<file path="config.mk">
export PLATFORM = sky130hd
export DESIGN_NAME = keyboard_decoder_flat
export DESIGN_NICKNAME = d
export VERILOG_FILES = /design/src/rtl/keyboard_decoder_if.sv /design/src/rtl/keyboard_decoder.sv /design/src/flat_wrapper.sv
export SDC_FILE = /design/constraint.sdc
export NUM_CORES = 1
export LEC_CHECK = 0
export CAP_MARGIN = 25
export CORE_ASPECT_RATIO = 0.5
export CORE_UTILIZATION = 65
export DETAILED_ROUTE_END_ITERATION = 8
export GPL_ROUTABILITY_DRIVEN = 0
export HOLD_SLACK_MARGIN = 0.08
export PLACE_DENSITY = 0.87
export SETUP_SLACK_MARGIN = 0.5
export SYNTH_ARGS = -nofsm -noshare
export SYNTH_HDL_FRONTEND = slang
export SYNTH_SLANG_ARGS = --single-unit
</file>
<file path="constraint.sdc">
create_clock -name CLOCK_50 -period 12.39 [get_ports CLOCK_50]
set_input_delay 1.8585 -clock CLOCK_50 [delete_from_list [all_inputs] [get_ports CLOCK_50]]
set_output_delay 1.8585 -clock CLOCK_50 [all_outputs]
set_load 0.02 [all_outputs]
</file>
<file path="src/rtl/keyboard_decoder_if.sv">
// Scan-code input, CPU pop strobe and key FIFO outputs of keyboard_decoder.
// The slave modport is the decoder; master is whatever drives the codes and reads keys.
interface keyboard_decoder_if;
    logic [7:0] scancode;
    logic       ready;
    logic       key_read;
    logic       key_valid;
    logic [7:0] key_data;
    logic       overflow;
    logic       caps_lock;

    modport master (
        output scancode, ready, key_read,
        input  key_valid, key_data, overflow, caps_lock
    );

    modport slave (
        input  scancode, ready, key_read,
        output key_valid, key_data, overflow, caps_lock
    );
endinterface

</file>
<file path="src/rtl/keyboard_decoder.sv">
// Turns PS/2 Set 2 make/break sequences into US-layout characters and queues them
// in a first-word-fall-through FIFO that the CPU drains with key_read.
module keyboard_decoder #(
    parameter int unsigned FIFO_DEPTH = 16
) (
    input logic          CLOCK_50,
    input logic          reset,
    keyboard_decoder_if.slave kbd
);
    localparam int unsigned PTR_W = $clog2(FIFO_DEPTH);
    localparam int unsigned CNT_W = PTR_W + 1;

    typedef enum logic [1:0] {S_IDLE, S_BRK, S_EXT, S_EXT_BRK} state_e;

    // Lowercase letter, unshifted and shifted glyphs for one code; zero when unmapped.
    function automatic logic [7:0] translate(input logic [7:0] code, input logic shift,
                                             input logic caps, input logic ctrl);
        logic [7:0] letter;
        logic [7:0] plain;
        logic [7:0] shifted;
        letter  = 8'h00;
        plain   = 8'h00;
        shifted = 8'h00;
        case (code)
            8'h1C: letter = "a";  8'h32: letter = "b";  8'h21: letter = "c";
            8'h23: letter = "d";  8'h24: letter = "e";  8'h2B: letter = "f";
            8'h34: letter = "g";  8'h33: letter = "h";  8'h43: letter = "i";
            8'h3B: letter = "j";  8'h42: letter = "k";  8'h4B: letter = "l";
            8'h3A: letter = "m";  8'h31: letter = "n";  8'h44: letter = "o";
            8'h4D: letter = "p";  8'h15: letter = "q";  8'h2D: letter = "r";
            8'h1B: letter = "s";  8'h2C: letter = "t";  8'h3C: letter = "u";
            8'h2A: letter = "v";  8'h1D: letter = "w";  8'h22: letter = "x";
            8'h35: letter = "y";  8'h1A: letter = "z";
            8'h16: begin plain = "1"; shifted = "!"; end
            8'h1E: begin plain = "2"; shifted = "@"; end
            8'h26: begin plain = "3"; shifted = "#"; end
            8'h25: begin plain = "4"; shifted = "$"; end
            8'h2E: begin plain = "5"; shifted = "%"; end
            8'h36: begin plain = "6"; shifted = "^"; end
            8'h3D: begin plain = "7"; shifted = "&"; end
            8'h3E: begin plain = "8"; shifted = "*"; end
            8'h46: begin plain = "9"; shifted = "("; end
            8'h45: begin plain = "0"; shifted = ")"; end
            8'h4E: begin plain = "-"; shifted = "_"; end
            8'h55: begin plain = "="; shifted = "+"; end
            8'h41: begin plain = ","; shifted = "<"; end
            8'h49: begin plain = "."; shifted = ">"; end
            8'h4A: begin plain = "/"; shifted = "?"; end
            8'h4C: begin plain = ";"; shifted = ":"; end
            8'h52: begin plain = 8'h27; shifted = 8'h22; end
            8'h29: begin plain = 8'h20; shifted = 8'h20; end
            8'h5A: begin plain = 8'h0D; shifted = 8'h0D; end
            8'h66: begin plain = 8'h08; shifted = 8'h08; end
            8'h0D: begin plain = 8'h09; shifted = 8'h09; end
            8'h76: begin plain = 8'h1B; shifted = 8'h1B; end
            default: ;
        endcase
        if (letter != 8'h00) begin
            if (ctrl)              return (letter - 8'h20) & 8'h1F;
            else if (shift ^ caps) return letter - 8'h20;
            else                   return letter;
        end
        return shift ? shifted : plain;
    endfunction

    state_e             state_q, state_d;
    logic               sync1_q, sync1_d, sync2_q, sync2_d, sync3_q, sync3_d;
    logic [7:0]         code1_q, code1_d, code2_q, code2_d;
    logic               shift_l_q, shift_l_d, shift_r_q, shift_r_d;
    logic               ctrl_q, ctrl_d, caps_q, caps_d;
    logic [PTR_W-1:0]   wr_ptr_q, wr_ptr_d, rd_ptr_q, rd_ptr_d;
    logic [CNT_W-1:0]   count_q, count_d;
    logic               overflow_q, overflow_d;
    logic               key_valid_q, key_valid_d;
    logic [7:0]         key_data_q, key_data_d;
    logic [7:0]         mem_q [FIFO_DEPTH];

    logic               event_c, push_req, push_en, pop, full;
    logic [7:0]         xlat, push_char;

    always_comb begin
        state_d     = state_q;
        sync1_d     = kbd.ready;
        sync2_d     = sync1_q;
        sync3_d     = sync2_q;
        code1_d     = kbd.scancode;
        code2_d     = code1_q;
        shift_l_d   = shift_l_q;
        shift_r_d   = shift_r_q;
        ctrl_d      = ctrl_q;
        caps_d      = caps_q;
        push_req    = 1'b0;
        push_char   = 8'h00;
        // Scancode is delayed alongside ready so it lines up with the detected edge.
        event_c     = sync2_q & ~sync3_q;
        xlat        = translate(code2_q, shift_l_q | shift_r_q, caps_q, ctrl_q);

        if (event_c) begin
            case (state_q)
                S_IDLE: begin
                    case (code2_q)
                        8'hF0:   state_d   = S_BRK;
                        8'hE0:   state_d   = S_EXT;
                        8'h12:   shift_l_d = 1'b1;
                        8'h59:   shift_r_d = 1'b1;
                        8'h14:   ctrl_d    = 1'b1;
                        8'h58:   caps_d    = ~caps_q;
                        default: begin
                            push_char = xlat;
                            push_req  = (xlat != 8'h00);
                        end
                    endcase
                end
                S_BRK: begin
                    if (code2_q == 8'h12) shift_l_d = 1'b0;
                    if (code2_q == 8'h59) shift_r_d = 1'b0;
                    if (code2_q == 8'h14) ctrl_d    = 1'b0;
                    state_d = S_IDLE;
                end
                S_EXT: begin
                    state_d = S_IDLE;
                    case (code2_q)
                        8'hF0:   state_d = S_EXT_BRK;
                        8'h14:   ctrl_d  = 1'b1;
                        8'h75:   begin push_char = 8'h80; push_req = 1'b1; end
                        8'h72:   begin push_char = 8'h81; push_req = 1'b1; end
                        8'h6B:   begin push_char = 8'h82; push_req = 1'b1; end
                        8'h74:   begin push_char = 8'h83; push_req = 1'b1; end
                        default: ;
                    endcase
                end
                S_EXT_BRK: begin
                    if (code2_q == 8'h14) ctrl_d = 1'b0;
                    state_d = S_IDLE;
                end
                default: state_d = S_IDLE;
            endcase
        end

        // A pop in the same cycle frees a slot, so a full FIFO still accepts the push.
        full       = (count_q == CNT_W'(FIFO_DEPTH));
        pop        = kbd.key_read && (count_q != '0);
        push_en    = push_req && (!full || pop);
        overflow_d = overflow_q | (push_req && full && !pop);
        wr_ptr_d   = wr_ptr_q + PTR_W'(push_en);
        rd_ptr_d   = rd_ptr_q + PTR_W'(pop);
        count_d    = count_q + CNT_W'(push_en) - CNT_W'(pop);

        // Head bypass covers a character written into the slot that becomes the head.
        key_valid_d = (count_d != '0);
        if (count_d == '0)                         key_data_d = 8'h00;
        else if (push_en && (wr_ptr_q == rd_ptr_d)) key_data_d = push_char;
        else                                        key_data_d = mem_q[rd_ptr_d];
    end

    always_ff @(posedge CLOCK_50) begin
        if (reset) begin
            state_q     <= S_IDLE;
            sync1_q     <= 1'b0;
            sync2_q     <= 1'b0;
            sync3_q     <= 1'b0;
            code1_q     <= 8'h00;
            code2_q     <= 8'h00;
            shift_l_q   <= 1'b0;
            shift_r_q   <= 1'b0;
            ctrl_q      <= 1'b0;
            caps_q      <= 1'b0;
            wr_ptr_q    <= '0;
            rd_ptr_q    <= '0;
            count_q     <= '0;
            overflow_q  <= 1'b0;
            key_valid_q <= 1'b0;
            key_data_q  <= 8'h00;
        end else begin
            state_q     <= state_d;
            sync1_q     <= sync1_d;
            sync2_q     <= sync2_d;
            sync3_q     <= sync3_d;
            code1_q     <= code1_d;
            code2_q     <= code2_d;
            shift_l_q   <= shift_l_d;
            shift_r_q   <= shift_r_d;
            ctrl_q      <= ctrl_d;
            caps_q      <= caps_d;
            wr_ptr_q    <= wr_ptr_d;
            rd_ptr_q    <= rd_ptr_d;
            count_q     <= count_d;
            overflow_q  <= overflow_d;
            key_valid_q <= key_valid_d;
            key_data_q  <= key_data_d;
        end
    end

    // Storage is masked by count, so it needs no reset.
    always_ff @(posedge CLOCK_50) begin
        if (!reset && push_en) mem_q[wr_ptr_q] <= push_char;
    end

    assign kbd.key_valid = key_valid_q;
    assign kbd.key_data  = key_data_q;
    assign kbd.overflow  = overflow_q;
    assign kbd.caps_lock = caps_q;
endmodule
</file>
<file path="src/flat_wrapper.sv">
// flat-port wrapper written by rule: the top's interface ports become plain ports
module keyboard_decoder_flat 
#(
    parameter int unsigned FIFO_DEPTH = 16
)
  (CLOCK_50, reset, kbd_scancode, kbd_ready, kbd_key_read, kbd_key_valid, kbd_key_data, kbd_overflow, kbd_caps_lock);
  keyboard_decoder_if kbd_i ();
  input logic CLOCK_50;
  input logic reset;
  input wire logic [$bits(kbd_i.scancode)-1:0] kbd_scancode;
  input wire logic [$bits(kbd_i.ready)-1:0] kbd_ready;
  input wire logic [$bits(kbd_i.key_read)-1:0] kbd_key_read;
  output wire logic [$bits(kbd_i.key_valid)-1:0] kbd_key_valid;
  output wire logic [$bits(kbd_i.key_data)-1:0] kbd_key_data;
  output wire logic [$bits(kbd_i.overflow)-1:0] kbd_overflow;
  output wire logic [$bits(kbd_i.caps_lock)-1:0] kbd_caps_lock;
  assign kbd_i.scancode = kbd_scancode;
  assign kbd_i.ready = kbd_ready;
  assign kbd_i.key_read = kbd_key_read;
  assign kbd_key_valid = kbd_i.key_valid;
  assign kbd_key_data = kbd_i.key_data;
  assign kbd_overflow = kbd_i.overflow;
  assign kbd_caps_lock = kbd_i.caps_lock;
  keyboard_decoder #(.FIFO_DEPTH(FIFO_DEPTH)) u_core (.CLOCK_50(CLOCK_50), .reset(reset), .kbd(kbd_i));
endmodule
</file>
==> metrics.md <==
| Metric | Value |
|---|---|
| Leading cell type in the layout, fill and taps excluded | `edfxtp_1` |
| Hold Fails Final Rpt | `0` |
| Synth Flop Type | `edfxtp_1` |
| Critical Path RT | `12.74 ns` |
| CP max FO | `29` |
| CTS sink cnt | `176` |
| WL/cell | `24.7 um` |
| Worst Max-Slew Pin Slew | `1.06 ns` |
| Fill count | `722` |
| Hold slack | `0.431 ns` |
| Synth async-reset ratio | `0%` |
| Proportion of layout cells with a drive suffix above 1 | `17.6%` |
| Fin area | `0.00963 mm2` |
| CP Capture Type | `register` |
| Area Overhead vs Synth | `11.9%` |
| Largest net degree at the start of global routing | `58` |
| Post-DP HPWL | `12,700 um` |
| Core Area | `0.0128 mm2` |
| CTS Buf Count | `17` |
| Pre-CTS setup slack | `6.68 ns` |
| Initial drt markers | `1,234` |
| Max Cap Viol | `0` |
| H-tree depth | `4` |
| Via count | `6,103` |
| Seq/Total Area, Yosys | `55.8%` |
| P per Cell Area | `166 mW/mm2` |
| Total Routing Usage GR | `32.6%` |
| Synth warnings | `0` |
| Clock slew at reported path FFs | `0.07 ns` |
| Mapped cell area | `0.00861 mm2` |
| Startpoint Class | `register` |
| Antenna violation net count after detailed routing | `0` |
| DIE WIDTH | `165 um` |
| # diodes | `0` |
| Pleak | `0.00305 uW` |
| Via density | `7.01` |
| Achievable frequency | `161 MHz` |
| Antenna violations before repair | `0` |
| First-pass GRT wire length | `32,900 um` |
| Synth top area share | `44.6%` |
| Worst IR Drop VDD | `0.000122 V` |
| Largest cells by area after synthesis | `edfxtp_1, dfxtp_1, mux4_2, nor2b_1, nor2_1` |
| Commonest non-fill, non-tap cells in the layout | `edfxtp_1, dfxtp_1, nor2_1` |
| Vias in the first global route | `5,846` |
| Die area | `0.0137 mm2` |
| Crit Path Class | `register to register` |
| # port buffers | `22` |
| Hold_buf cts | `0` |
| I/O pins | `23` |
| Post-Syn Instances | `665` |
| CTS max path bufs | `2` |
| Status | `finished, final reports clean` |
| Initial Util | `67.2%` |
| CTS tree | `done` |
| Nets | `712` |
| Worst hold path type | `register to register` |
| Distinct cells, synth | `78` |
| Hold Path Depth | `1` |
| Post-synth EDFFs | `128` |
| RSZ-0062 raised after global routing | `no` |
| # setup viols final | `0` |
| Flops & latches, synth | `176` |
| Die Y | `83.4 um` |
| Part of the cycle the worst path needs | `50.3%` |
| Skew-Pair Late Insertion Delay | `0.43 ns` |
| Post-route minimum period | `6.23 ns` |
| Syn Nets | `690` |
| Final WS setup | `6.16 ns` |
| # DRC | `0` |
| DP Area | `0.00896 mm2` |
| Syn_area_per_cell | `12.9 um2` |
| Final Max Slew Viols | `0` |
| Fin Clk Skew | `0.0121 ns` |
| Most area-hungry cell type in the Yosys netlist | `edfxtp_1` |
| Clk root buf | `clkbuf_16` |
| Pwr Total | `1600 uW` |
| Final wirelength | `21,500 um` |
| Grt total ovfl | `0` |
| Path depth of the worst reg2reg path | `21` |
| Cell row count | `29` |
| TNS Setup | `0 ns` |
| Max-Slew Margin vs Limit | `29.1%` |
| Post-CTS sizing | `0` |
| DR pass1 iterations | `6` |
| Postcts setup bufs | `0` |
| CP arrival | `6.58 ns` |
==> stage by stage <==
| step | instances | utilization [%] |
|---|---|---|
| 2_1_floorplan | 665 | - |
| 3_3_place_gp | 828 | 69.9 |
| 3_5_place_dp | 830 | 70.0 |
| 4_1_cts | 862 | 74.6 |
| 5_1_grt | 870 | 75.2 |
| 6_report | 870 | 75.2 |
==> sequential cells by signal, indices dropped and copies added (netlist names) <==
| signal | cells |
|---|---|
| u_core.mem_q | 128 |
| u_core.code1_q | 8 |
| u_core.code2_q | 8 |
| u_core.kbd.key_data | 8 |
| u_core.count_q | 5 |
| u_core.rd_ptr_q | 4 |
| u_core.wr_ptr_q | 4 |
| u_core.state_q | 2 |
| u_core.ctrl_q | 1 |
| u_core.kbd.caps_lock | 1 |
| u_core.kbd.key_valid | 1 |
| u_core.kbd.overflow | 1 |
| u_core.shift_l_q | 1 |
| u_core.shift_r_q | 1 |
| u_core.sync1_q | 1 |
| u_core.sync2_q | 1 |
| u_core.sync3_q | 1 |
==> power by group <==
group | total (uW) | switching, uW | internal (uW)
registers | 661 | 14.0 | 647
clock network | 540 | 252 | 288
logic | 396 | 216 | 181
total | 1600 | 482 | 1120
==> worst max-delay path, stage by stage, from the launching register on <==
cell,delay [ns]
dfxtp_1,0.98
or4b_2,0.70
nor4_1,0.21
a311oi_1,0.11
nand2_1,0.20
nor2_1,0.11
ha_1,0.29
inv_1,0.05
o21ai_0,0.22
o21a_1,0.23
a31o_1,0.67
inv_1,0.16
ha_1,0.28
fa_1,0.44
a21oi_1,0.18
nor2_1,0.05
nor2_1,0.12
xnor2_1,0.13
a31oi_1,0.36
buf_4,0.27
o211ai_1,0.17
mux2i_1,0.19
==> kinds of logic (layout without fill, tap and decap cells) <==
group | Yosys count | count (layout) | share of synthesized area (%)
AO/OA/AOI/OAI | 99 | 99 | 8.17
XOR/XNOR | 19 | 19 | 1.93
adder cells (fa/ha/maj) | 13 | 13 | 1.98
buffers and inverters | 64 | 99 | 3.60
flip-flops | 176 | 176 | 55.8
multiplexers | 50 | 50 | 11.7
AND/OR/NAND/NOR | 244 | 244 | 16.8
==> Yosys cell counts, types with 13 or more instances <==
cell / number
a21oi_1: 21
buf_2: 17
clkbuf_1: 20
dfxtp_1: 48
edfxtp_1: 128
mux4_2: 39
nand2_1: 41
nand2b_1: 14
nand3_1: 17
nor2_1: 46
nor2b_1: 35
nor4_1: 15
o21ai_0: 16
xnor2_1: 13
==> cell type report <==
class / instances / area, um2 / area share (%)
Inverter: 12 / 45.0 / 0.468
Tap cell: 170 / 213 / 2.21
Clock inverter: 15 / 173 / 1.79
Timing Repair Buffer: 55 / 475 / 4.94
Multi-Input combinational cell: 425 / 3500 / 36.3
Clock buffer: 17 / 425 / 4.42
Sequential cell: 176 / 4800 / 49.9
==> final timing paths <==
check,start,to,slack (ns)
min,u_core.code1_q[6],u_core.code2_q[6],0.43
min reg2reg,u_core.code1_q[6],u_core.code2_q[6],0.43
max reg2reg,u_core.code2_q[5],u_core.kbd.key_data[1],6.16
max,u_core.code2_q[5],u_core.kbd.key_data[1],6.16
==> metal layers <==
layer | wire length [um] | up-vias | part of all wire (%) | global-route usage, %
met3 | 2130 | 98 | 9.9 | 6.89
met4 | 911 | 0 | 4.2 | 14.3
li1 | - | 2621 | - | -
met1 | 8190 | 2922 | 38 | 44.2
met2 | 10200 | 462 | 48 | 51.3
met5 | 0 | - | 0 | 0
(Power assumes the default switching activity.)
